**config.mk**
```make
export PLATFORM = sky130hd
export DESIGN_NAME = controlador_hd
export DESIGN_NICKNAME = d
export VERILOG_FILES = /design/src/rtl/controlador_hd.sv
export SDC_FILE = /design/constraint.sdc
export NUM_CORES = 1
export LEC_CHECK = 0
export CORE_MARGIN = 2
export CORE_UTILIZATION = 49
export CTS_CLUSTER_DIAMETER = 100
export DETAILED_ROUTE_END_ITERATION = 8
export GPL_TIMING_DRIVEN = 0
export PLACE_DENSITY = 0.76
export SLEW_MARGIN = 20
export SYNTH_ARGS = -nofsm -noshare
export SYNTH_HDL_FRONTEND = slang
export SYNTH_SLANG_ARGS = --single-unit
```
**constraint.sdc**
```tcl
create_clock -name clk -period 5.2 [get_ports clk]
set_clock_uncertainty 0.2 [all_clocks]
set_input_delay 0.78 -clock clk [delete_from_list [all_inputs] [get_ports clk]]
set_output_delay 0.78 -clock clk [all_outputs]
set_load 0.01 [all_outputs]
```
**src/rtl/controlador_hd.sv**
```systemverilog
`default_nettype none
// ============================================================================
// Module   : controlador_hd
// Brief    : Word-by-word transfer engine between the per-context disk store
//            and main data memory (load = disk->mem, store = mem->disk).
// Revision : 1.0 - initial release
// ============================================================================
module controlador_hd #(
    parameter int HD_CONTEXTOS = 4,
    parameter int HD_PALAVRAS  = 51,
    parameter int MEM_PALAVRAS = 256
) (
    input  logic        clk,
    input  logic        rst_n,
    input  logic        inicio,
    input  logic        operacao,
    input  logic [31:0] contexto,
    input  logic [31:0] hd_base,
    input  logic [31:0] mem_base,
    input  logic [31:0] quantidade,
    output logic [31:0] hd_endereco,
    output logic [31:0] hd_contexto,
    output logic [31:0] hd_dado_escrita,
    output logic        hd_escrita,
    input  logic [31:0] hd_dado_saida,
    output logic [31:0] mem_endereco,
    output logic [31:0] mem_dado_escrita,
    output logic        mem_escrita,
    input  logic [31:0] mem_dado_saida,
    output logic        ocupado,
    output logic        concluido,
    output logic        erro
);

    localparam logic [31:0] C_CONTEXTOS = 32'(HD_CONTEXTOS);
    localparam logic [32:0] C_HD_LIMITE = 33'(HD_PALAVRAS);
    localparam logic [32:0] C_MEM_LIMITE = 33'(MEM_PALAVRAS);

    typedef enum logic [2:0] {
        IDLE     = 3'd0,
        LER      = 3'd1,
        ESPERA   = 3'd2,
        ESCREVER = 3'd3,
        FIM      = 3'd4
    } estado_t;

    estado_t     r_estado;
    estado_t     w_proximo;
    logic        r_op;
    logic        r_rejeitado;
    logic [31:0] r_hd_base;
    logic [31:0] r_mem_base;
    logic [31:0] r_quantidade;
    logic [31:0] r_i;
    logic [31:0] w_i_prox;
    logic [32:0] w_hd_fim;
    logic [32:0] w_mem_fim;
    logic        w_rejeita;
    logic        w_vazio;

    // 33-bit sums so a wrapping base+length can never slip under the limit
    assign w_hd_fim  = {1'b0, hd_base} + {1'b0, quantidade};
    assign w_mem_fim = {1'b0, mem_base} + {1'b0, quantidade};
    assign w_rejeita = (contexto >= C_CONTEXTOS) || (w_hd_fim > C_HD_LIMITE) ||
                       (w_mem_fim > C_MEM_LIMITE);
    assign w_vazio   = (quantidade == 32'd0);
    assign w_i_prox  = r_i + 32'd1;

    assign ocupado = (r_estado == LER) || (r_estado == ESPERA) || (r_estado == ESCREVER);

    always_ff @(posedge clk or negedge rst_n) begin
        if (!rst_n) begin
            r_estado <= IDLE;
        end else begin
            r_estado <= w_proximo;
        end
    end

    always_comb begin
        w_proximo = r_estado;
        case (r_estado)
            IDLE: begin
                if (inicio) begin
                    w_proximo = (w_rejeita || w_vazio) ? FIM : LER;
                end
            end
            LER:      w_proximo = ESPERA;
            ESPERA:   w_proximo = ESCREVER;
            ESCREVER: w_proximo = (w_i_prox == r_quantidade) ? FIM : LER;
            FIM:      w_proximo = IDLE;
            default:  w_proximo = IDLE;
        endcase
    end

    always_ff @(posedge clk or negedge rst_n) begin
        if (!rst_n) begin
            r_op             <= 1'b0;
            r_rejeitado      <= 1'b0;
            r_hd_base        <= 32'd0;
            r_mem_base       <= 32'd0;
            r_quantidade     <= 32'd0;
            r_i              <= 32'd0;
            hd_endereco      <= 32'd0;
            hd_contexto      <= 32'd0;
            hd_dado_escrita  <= 32'd0;
            hd_escrita       <= 1'b0;
            mem_endereco     <= 32'd0;
            mem_dado_escrita <= 32'd0;
            mem_escrita      <= 1'b0;
            concluido        <= 1'b0;
            erro             <= 1'b0;
        end else begin
            hd_escrita  <= 1'b0;
            mem_escrita <= 1'b0;
            // Completion is flagged on the edge that leaves FIM
            concluido   <= (r_estado == FIM);
            erro        <= (r_estado == FIM) && r_rejeitado;
            case (r_estado)
                IDLE: begin
                    if (inicio) begin
                        r_op         <= operacao;
                        r_rejeitado  <= w_rejeita;
                        r_hd_base    <= hd_base;
                        r_mem_base   <= mem_base;
                        r_quantidade <= quantidade;
                        r_i          <= 32'd0;
                        hd_contexto  <= contexto;
                        if (!w_rejeita && !w_vazio) begin
                            if (operacao) begin
                                mem_endereco <= mem_base;
                            end else begin
                                hd_endereco <= hd_base;
                            end
                        end
                    end
                end
                ESPERA: begin
                    if (r_op) begin
                        hd_dado_escrita <= mem_dado_saida;
                        hd_endereco     <= r_hd_base + r_i;
                        hd_escrita      <= 1'b1;
                    end else begin
                        mem_dado_escrita <= hd_dado_saida;
                        mem_endereco     <= r_mem_base + r_i;
                        mem_escrita      <= 1'b1;
                    end
                end
                ESCREVER: begin
                    r_i <= w_i_prox;
                    if (w_i_prox != r_quantidade) begin
                        if (r_op) begin
                            mem_endereco <= r_mem_base + w_i_prox;
                        end else begin
                            hd_endereco <= r_hd_base + w_i_prox;
                        end
                    end
                end
                default: begin
                end
            endcase
        end
    end

endmodule
`default_nettype wire

```
# Word level (Yosys, flattened, before mapping)
# Cells that the tools add are included.
[totals]
register_bits = 297
out_inout_bits = 165
input_bits = 196
[classes]
n_lt_le_gt_ge = 3
eq_ne = 15
n_mux = 24
n_reduce_logical = 19
bitwise_logic = 1
add_sub_neg = 7
[ops]
columns = ["op", "n"]
rows = [
  ["two-way mux 32 bit", 13],
  ["case mux 32 bit (3 select lines)", 2],
  ["adder 32 bit", 4],
  ["adder 32 x 32 -> 33 bit", 2],
  ["case mux 32 bit (2 select lines)", 1],
  ["> comparator 33 x 6 -> 1 bit, second input constant", 1],
  ["> comparator 33 x 9 -> 1 bit, second input constant", 1],
  ["adder 32 x 1 -> 32 bit, second input constant", 1],
  ["== test 32 bit", 1],
  ["greater-or-equal comparator 32 x 3 -> 1 bit, second input constant", 1],
  ["zero test 32 bit", 1],
  ["inequality test 32 bit", 1],
  ["inequality test 2 bit, second input constant", 8],
  ["AND reduction 7 bit", 2],
  ["case mux 3 bit (4 select lines)", 1],
  ["two-way mux 3 bit", 3],
  ["AND reduction 2 bit", 4],
  ["== test 3 x 2 -> 1 bit, second input constant", 2],
  ["logical OR 1 bit", 5],
  ["two-way mux 1 bit", 4],
  ["== test 3 x 1 -> 1 bit, second input constant", 1],
  ["== test 3 bit, second input constant", 1],
  ["zero test 3 bit", 1],
  ["nonzero test 3 bit", 1],
  ["other kinds (5)", 7],
]

# Logic depth before layout (Yosys ltp)
# Gate-level depths: netlist of run 1.
[depth]
word_depth = 9
mapped_depth = 21
depth_no_buf = 19

# Least setup slack after synthesis of run 1
# Ideal clock, no wire load.
[synth_path]
path_type = "register -> register"
from = "register r_estado[1]"
to = "register mem_endereco[30]"
t_arrival_ns = 4.679
slack_ns = 0.194
path_buffers = 2
path_stages_with_launch = 22
setup_ns = 0.128
t_required_ns = 4.872
path_cell_list = "dfrtp_1 > inv_1 > nor2_1 > nand2_1 > inv_1 > clkbuf_1 > buf_1 > ha_1 > inv_1 > ha_1 > fa_1 > a211oi_1 > nor2_1 > o31a_1 > o21ai_0 > o21ai_0 > a221oi_1 > a211oi_1 > o21ai_0 > mux2i_1 > o311ai_0 > mux2_1"
[synth_between]
elab_chain_cells = 3
[synth_lines]
columns = ["item", "line", "text"]
rows = [
  ["start: declaration", "47", "estado_t r_estado;"],
  ["start signal: assignment", "75", "r_estado <= w_proximo;"],
  ["== test 3 x 2 -> 1 bit or zero test 3 bit (tied branches)", "118", "case (r_estado)"],
  ["inequality test 2 bit (no line), or another cell as far along", "-", ""],
  ["AND reduction 7 bit (no line)", "-", ""],
  ["end signal: assignment", "130", "mem_endereco <= mem_base;"],
  ["end signal: assignment", "144", "mem_endereco <= r_mem_base + r_i;"],
  ["end signal: assignment", "152", "mem_endereco <= r_mem_base + w_i_prox;"],
  ["end: declaration", "26", "output logic [31:0] mem_endereco,"],
]
# Parallel ways exist; a longest one is shown, timed or not.
# A chain may end at the register's enable or synchronous reset.

# Worst setup path in the final report of run 1
[layout_path]
from = "input port hd_base[21]"
to = "register hd_endereco[19]"
[layout_between]
elab_chain_cells = 8
[layout_lines]
columns = ["item", "line", "text"]
rows = [
  ["start: declaration", "18", "input logic [31:0] hd_base,"],
  ["adder 32 x 32 -> 33 bit", "62", "assign w_hd_fim = {1'b0, hd_base} + {1'b0, quantidade};"],
  ["> comparator 33 x 6 -> 1 bit", "64", "assign w_rejeita = (contexto >= C_CONTEXTOS) || (w_hd_fim > C_HD_LIMITE) ||"],
  ["logical OR 1 bit (2 in series)", "64", ""],
  ["zero test 1 bit", "128", "if (!w_rejeita && !w_vazio) begin"],
  ["logical AND 1 bit", "128", ""],
  ["inequality test 2 bit (no line)", "-", ""],
  ["AND reduction 7 bit (no line)", "-", ""],
  ["end signal: assignment", "132", "hd_endereco <= hd_base;"],
  ["end signal: assignment", "140", "hd_endereco <= r_hd_base + r_i;"],
  ["end signal: assignment", "154", "hd_endereco <= r_hd_base + w_i_prox;"],
  ["end: declaration", "21", "output logic [31:0] hd_endereco,"],
]
# Every way passes these cells.

==> impl_metrics.toml, run 1 <==
[worst_setup_path]
reg2reg_slack_ps = 130
cp-endpoint = "hd_endereco[19]$_DFFE_PN0P_"
cp_slowest_cell = "clkdlybuf4s50_1"
reg2reg_to = "hd_endereco[25]$_DFFE_PN0P_"
crit_family = "simple AND/OR/NAND/NOR gates"
reg2regPathDepth = 19
worst_setup_path_start_kind = "input pin"
critical_path_class = "in2reg"
crit_path_end_kind = "flip-flop"
crit_arrival_ps = 5360
worstSetupStartpoint = "hd_base[21]"
crit_fanout = 10
cp_cell_sequence = "clkdlybuf4s50_1 > ha_1 > clkbuf_1 > nand2_1 > nor2_1 > o21bai_1 > and3_1 > a311o_1 > nor4_2 > nand4_1 > nor2_2 > nand3_2 > a21oi_4 > buf_4 > buf_8 > mux2_4"
critical_path_buf_inv_count = 4
worst-path-stages = 16
slowest_delay_ps = 690
timing.rr.start = "r_estado[1]$_DFFE_PN0N_"
required_ps = 5440

[place]
place_ws_ps = -2010
dp_hpwl_mm = 64.8
port_buffers = 360
gp_congestion = 1.01
placed_area_mm2 = 0.0257

[cts]
cts.clk_slew.worst_paths_ps = 60
root_buffer = "clkbuf_16"
hold_buffers = 0
htreeDepth = 2
clk_latency_ps = 560
cts_tree = "done"
clockBufferDepth = 3
cts_sinks = 297
cts_buffers = 36

[drt]
drc_errors = 0
drt_iter0_markers = 1936
vias = 21400
drt_first_pass_iters = 7
antenna_left = 0
wl_per_cell_um = 23.5
vias_per_cell = 6.06
drt_wl_total_mm = 82.9

[die]
io_pins = 361
fp-row-count = 76
core_area_mm2 = 0.0430
fp.dieH_um = 212
die_w_um = 212
start_util_pct = 49.5
die_area_mm2 = 0.0451

[final_layout]
layout_commonest_cell = "nand2_1"
final_nets = 3248
layout_common_cells = "nand2_1, clkdlybuf4s50_1, dfrtp_1"
area_growth_pct = 28.4
fin_area_mm2 = 0.0273
drive_above_1_share_pct = 9.44
post-route-util_pct = 63.5

[yosys]
ys.flop_type = "dfrtp_1"
async_flop_share_pct = 100
ys_seq_elements = 297
ys_warn_count = 0
synth_cells = 2516
synthesis.area_mm2 = 0.0213
synth.area.top_cells = "dfrtp_1, nand2_1, ha_1"
seq_area_frac_synth_pct = 34.9
synthesis.nets = 2844
synth.distinct_cells = 90
synth_top_area_share_pct = 34.9
yosys.area.top_type = "dfrtp_1"
synth_edf_count = 0
avgSynthCellArea_um2 = 8.46

[timing]
period_share_pct = 98.3
fmax_mhz = 196
finalSetupViolCount = 0
rsz0062_at_grt = "yes"
hold_viol = 0
slew_headroom_pct = 23.2
period_minus_slack_ps = 5110
finalMaxSlewViolations = 0
tns_ps = 0
tightest_slew_ps = 1150
finalWorstSetupSlack_ps = 87.5

[pwr]
power.density_mw_per_mm2 = 261
p_comb_share_pct = 26.3
seqPwrFrac_pct = 37.3
p_sw_uw = 2260
power_frac_clock_pct = 36.4
switching_share_pct = 31.8
power_uw = 7120
power.internal_uw = 4860
ir_worst_vdd_mv = 0.262
leakage_uw = 0.0125

[run]
maxCapViolCount = 0

[worst_hold_path]
hold_class = "in2async"

[global_route]
grt_max_degree = 86
grt_util_all_layers_pct = 36.5
grt_pass1_wl_mm = 124
grt_pass1_vias = 21300
gr-total-overflow = 0
antenna_found_initial = 2

[run_status]
status = "finished clean"
[registers in the layout (all words and copies together) (netlist names)]
register          count
mem_dado_escrita     32
r_quantidade         32
r_rejeitado           1
concluido             1
hd_dado_escrita      32
r_i                  32
r_op                  1
erro                  1
hd_endereco          32
r_estado              3
r_hd_base            32
mem_escrita           1
hd_escrita            1
r_mem_base           32
mem_endereco         32
hd_contexto          32
[cell usage after synthesis, types with 24 or more instances]
master and n:
a21oi_1 142, nor4_1 27, xor2_1 68, mux2_1 32
clkbuf_1 101, o21a_1 25, a21o_1 43, ha_1 128
inv_1 46, o21ai_0 155, xnor2_1 84, a31oi_1 24
nand2_1 591, o211ai_1 27, nand4_1 50, nand3_1 45
dfrtp_1 297, mux2_4 29, mux2_2 67, nor2_1 141
nor3_1 36
[worst min-delay path by stage]
| stage | from | endpoint | cells after the start |
|---|---|---|---|
| 2_1_floorplan | r_hd_base[0]$_DFFE_PN0P_ | r_hd_base[0]$_DFFE_PN0P_ | 2 |
| 3_3_place_gp | hd_contexto[29]$_DFFE_PN0P_ | hd_contexto[29]$_DFFE_PN0P_ | 2 |
| 4_1_cts | rst_n | hd_endereco[8]$_DFFE_PN0P_ | 1 |
| 5_1_grt | rst_n | hd_endereco[8]$_DFFE_PN0P_ | 1 |
| 6_report | rst_n | hd_endereco[8]$_DFFE_PN0P_ | 1 |
| 3_5_place_dp | hd_contexto[28]$_DFFE_PN0P_ | hd_contexto[28]$_DFFE_PN0P_ | 2 |
[routing by layer]
metal	share of wire [%]	wire length, µm	up-vias	GRT usage, %
met3	9.1	7550	244	9.13
met1	40	32800	10400	45.4
met5	0.014	12	-	0
met4	6.0	4990	2	18.9
li1	-	-	9742	-
met2	45	37500	1056	58.8
[cell type report]
| type | count | area [µm²] |
|---|---|---|
| fill | 3693 | 15700 |
| multi-input combinational | 2044 | 13400 |
| sequential | 297 | 7440 |
| timing repair buffer | 378 | 3830 |
| clock buffer | 47 | 1000 |
| tap | 585 | 732 |
| buffer | 116 | 519 |
| clock inverter | 16 | 181 |
| inverter | 47 | 176 |
| antenna | 3 | 7.51 |
[logic make-up after synthesis]
logic type | Yosys count | share of synthesized area (%)
simple gates | 1025 | 21.8
compound gates | 591 | 17.7
flops | 297 | 34.9
buf+inv | 175 | 3.35
xor+xnor | 152 | 6.26
mux | 144 | 8.04
fa+ha+maj | 132 | 7.90
[per-stage QoR]
step,instances,hold WS [ps]
detailed placement,3465,266
CTS,3534,44.8
finish,3533,21.4
global placement,3461,258
global route,3530,76.9
floorplan,2516,252
[power groups by stage]
stage          Clock (µW)  Combinational [µW]  Sequential [µW]
2_1_floorplan           0                 972             2700
3_3_place_gp            0                1770             2680
3_5_place_dp            0                1810             2680
4_1_cts              2620                1830             2650
5_1_grt              2710                2030             2670
6_report             2590                1870             2650
[worst register-to-register path: stages (launching register included)]
cell	delay [ps]
dfrtp_2	450
inv_2	110
nor2_4	40
nand2_1	130
clkbuf_2	280
buf_2	320
nand2_1	120
nand2_1	250
ha_1	290
a21oi_1	180
o21ai_1	160
a211oi_1	370
o211ai_1	310
a31o_2	340
a21oi_2	420
nor2_1	100
nor2_1	150
xor2_1	180
o21ai_0	210
mux2_4	360
[timing repair]
action,CTS,global route
setup endpoints to repair,64,63
pin swaps,11,14
resized for setup,37,48
hold endpoints to repair,0,0
buffers inserted,9,5
(Power assumes the default switching activity.)
==> run 2, diff against run 1 <==
--- a/config.mk
+++ b/config.mk
@@ -15,3 +15,4 @@
 export SYNTH_ARGS = -nofsm -noshare
 export SYNTH_HDL_FRONTEND = slang
 export SYNTH_SLANG_ARGS = --single-unit
+export TNS_END_PERCENT = 20
==> results of run 2 <==
Same layout as run 1: the final DEF is identical, and so are final timing and power.
==> run 3, diff against run 2 <==
--- a/config.mk
+++ b/config.mk
@@ -6,11 +6,11 @@
 export NUM_CORES = 1
 export LEC_CHECK = 0
 export CORE_MARGIN = 2
-export CORE_UTILIZATION = 49
+export CORE_UTILIZATION = 45
 export CTS_CLUSTER_DIAMETER = 100
 export DETAILED_ROUTE_END_ITERATION = 8
 export GPL_TIMING_DRIVEN = 0
-export PLACE_DENSITY = 0.76
+export PLACE_DENSITY = 0.8
 export SLEW_MARGIN = 20
 export SYNTH_ARGS = -nofsm -noshare
 export SYNTH_HDL_FRONTEND = slang
==> run 3 against run 2 <==
  * The flow now finishes with violations (design-rule violations, negative setup slack)
  * Count of clock-buffer cells in the layout grew 7
  * Worst hold slack improved by 250 ps
  * Flip-flop and latch count unchanged
  * Die area grew 8.7%
  * Critical path type unchanged
==> impl_metrics.toml, run 3 (synthesis results as in run 1) <==
[run_status]
status = "complete, but fails checks"
violations = "design-rule violations, negative setup slack"

[pwr]
leakage_uw = 0.0125
ir_worst_vdd_mv = 0.277
power.density_mw_per_mm2 = 258
power_uw = 7060

[global_route]
grt_pass1_wl_mm = 125
gr-total-overflow = 0
antenna_found_initial = 3
grt_pass1_vias = 21500
grt_util_all_layers_pct = 33.2
grt_max_degree = 99

[final_layout]
final_nets = 3250
area_growth_pct = 28.4
layout_commonest_cell = "nand2_1"
fin_cells = 3555
antenna_cells = 0
layout_common_cells = "nand2_1, clkdlybuf4s50_1, dfrtp_1"
drive_above_1_share_pct = 9.16
fin_area_mm2 = 0.0273

[die]
die_area_mm2 = 0.0490
fp.dieH_um = 221
io_pins = 361
core_area_mm2 = 0.0467
start_util_pct = 45.6
die_w_um = 221
fp-row-count = 79

[timing]
period_share_pct = 100
fmax_mhz = 192
finalWorstSetupSlack_ps = -0.903
slew_headroom_pct = 23.0
tightest_slew_ps = 1160
finalMaxSlewViolations = 0
rsz0062_at_grt = "yes"
period_minus_slack_ps = 5200
finalSetupViolCount = 2
hold_viol = 0
tns_ps = -1.73

[place]
gp_congestion = 0.964
dp.cells = 3487
port_buffers = 360
dp_hpwl_mm = 65.5
placed_area_mm2 = 0.0257

[worst_setup_path]
reg2reg_slack_ps = 170
timing.rr.start = "r_estado[1]$_DFFE_PN0N_"
worst_setup_path_start_kind = "input pin"
critical_path_class = "in2reg"
cp_slowest_cell = "clkdlybuf4s50_1"
crit_fanout = 10
required_ps = 5450
crit_arrival_ps = 5450
critical_path_buf_inv_count = 4
crit_path_end_kind = "flip-flop"
slowest_delay_ps = 570
crit_family = "compound AO/OA/AOI/OAI gates"
cp_cell_sequence = "clkdlybuf4s50_1 > ha_1 > clkbuf_1 > a211oi_1 > o21bai_1 > a31oi_2 > o31ai_4 > a31oi_1 > nor4_2 > nand4_1 > nor4_4 > nand3_2 > a21oi_4 > buf_4 > buf_6 > mux2_4"
reg2regPathDepth = 19
reg2reg_to = "hd_endereco[25]$_DFFE_PN0P_"

[cts]
cts.clk_slew.worst_paths_ps = 60
clk_latency_ps = 560
cts_buffers = 37
clockBufferDepth = 3
htreeDepth = 2
cts_sinks = 297
root_buffer = "clkbuf_16"
cts_tree = "done"

[drt]
drt_first_pass_iters = 8
vias_per_cell = 6.05
antenna_left = 0
wl_per_cell_um = 23.4
vias = 21500
drc_errors = 9
drt_wl_total_mm = 83.2
drt_iter0_markers = 1945

[worst_hold_path]
min_from = "hd_contexto[5]$_DFFE_PN0P_"
hold_class = "reg2reg"
worstHoldPathCells = 2
worstHoldEndpoint = "hd_contexto[5]$_DFFE_PN0P_"

[run]
maxCapViolCount = 0
==> run 3: cell count changes in the layout (fill, tap and decap cells not counted), sizes merged <==
cell           before  now
inv                48   49
buf                46   44
clkbuf            136  145
dlygate4sd3         0    1
bufinv              3    1
clkinv              9    5
clkdlybuf4s50     356  355
dlygate4sd2         1    2
diode               3    0
==> run 3: power breakdown <==
group          total [µW]  internal (µW)  switching, µW
Clock                2540           1490           1050
Sequential           2660           2510            143
Combinational        1860            822           1040
Total                7060           4820           2240
==> run 3: final cells by class <==
class | instances | area, µm²
clock inverter | 11 | 109
clock buffer | 54 | 1070
fill | 4088 | 19300
inverter | 47 | 176
sequential | 297 | 7430
tap | 607 | 759
multi-input combinational | 2044 | 13400
buffer | 119 | 534
timing repair buffer | 376 | 3820
==> run 3: layer usage <==
metal | wire, µm | global-route usage, % | up-vias
li1 | - | - | 9777
met1 | 32900 | 40.9 | 10400
met2 | 37300 | 53.0 | 1044
met3 | 7970 | 8.35 | 253
met4 | 4950 | 19.4 | 4
met5 | 19 | 0 | -
==> run 3: worst max-delay path by stage <==
stage / cells past startpoint / start / to / slack [ps]
3_3_place_gp: 1 / rst_n / mem_dado_escrita[5]$_DFFE_PN0P_ / -9710
5_1_grt: 16 / hd_base[0] / hd_endereco[16]$_DFFE_PN0P_ / -80
3_5_place_dp: 21 / r_estado[1]$_DFFE_PN0N_ / mem_endereco[30]$_DFFE_PN0P_ / -2120
2_1_floorplan: 21 / r_estado[1]$_DFFE_PN0N_ / mem_endereco[30]$_DFFE_PN0P_ / 190
4_1_cts: 16 / quantidade[6] / mem_endereco[29]$_DFFE_PN0P_ / 7
6_report: 16 / quantidade[6] / hd_endereco[16]$_DFFE_PN0P_ / -0.9
==> run 3: metrics by stage <==
step | hold slack (ps) | utilization [%] | worst slack, ps
final | 274 | 58.5 | -0.903
after detailed placement | 263 | 55.2 | -2120
after floorplan | 252 | - | 194
after CTS | 277 | 58.2 | 6.97
after global routing | 302 | 58.5 | -78.2
after global placement | 258 | 55.0 | -9710
==> run 3: worst register-to-register path, stage by stage (launching register included) <==
cell	delay (ps)
dfrtp_1	440
inv_2	140
nor2_4	50
nand2_1	120
buf_2	290
buf_2	340
nand2_1	130
nand2_1	190
ha_1	280
a21oi_1	200
o21ai_0	150
a211oi_1	420
o211ai_1	280
a31o_2	310
a21oi_2	380
nor2_1	100
nor2_1	140
xor2_1	210
o21ai_0	210
mux2_4	340
==> run 3: what timing repair did <==
item,4_1_cts,5_1_grt
hold buffers,1,0
setup endpoints to repair,64,64
hold endpoints to repair,34,0
gates resized for setup,37,44
cloned,0,0
pin swaps,6,8
buffers inserted,8,3
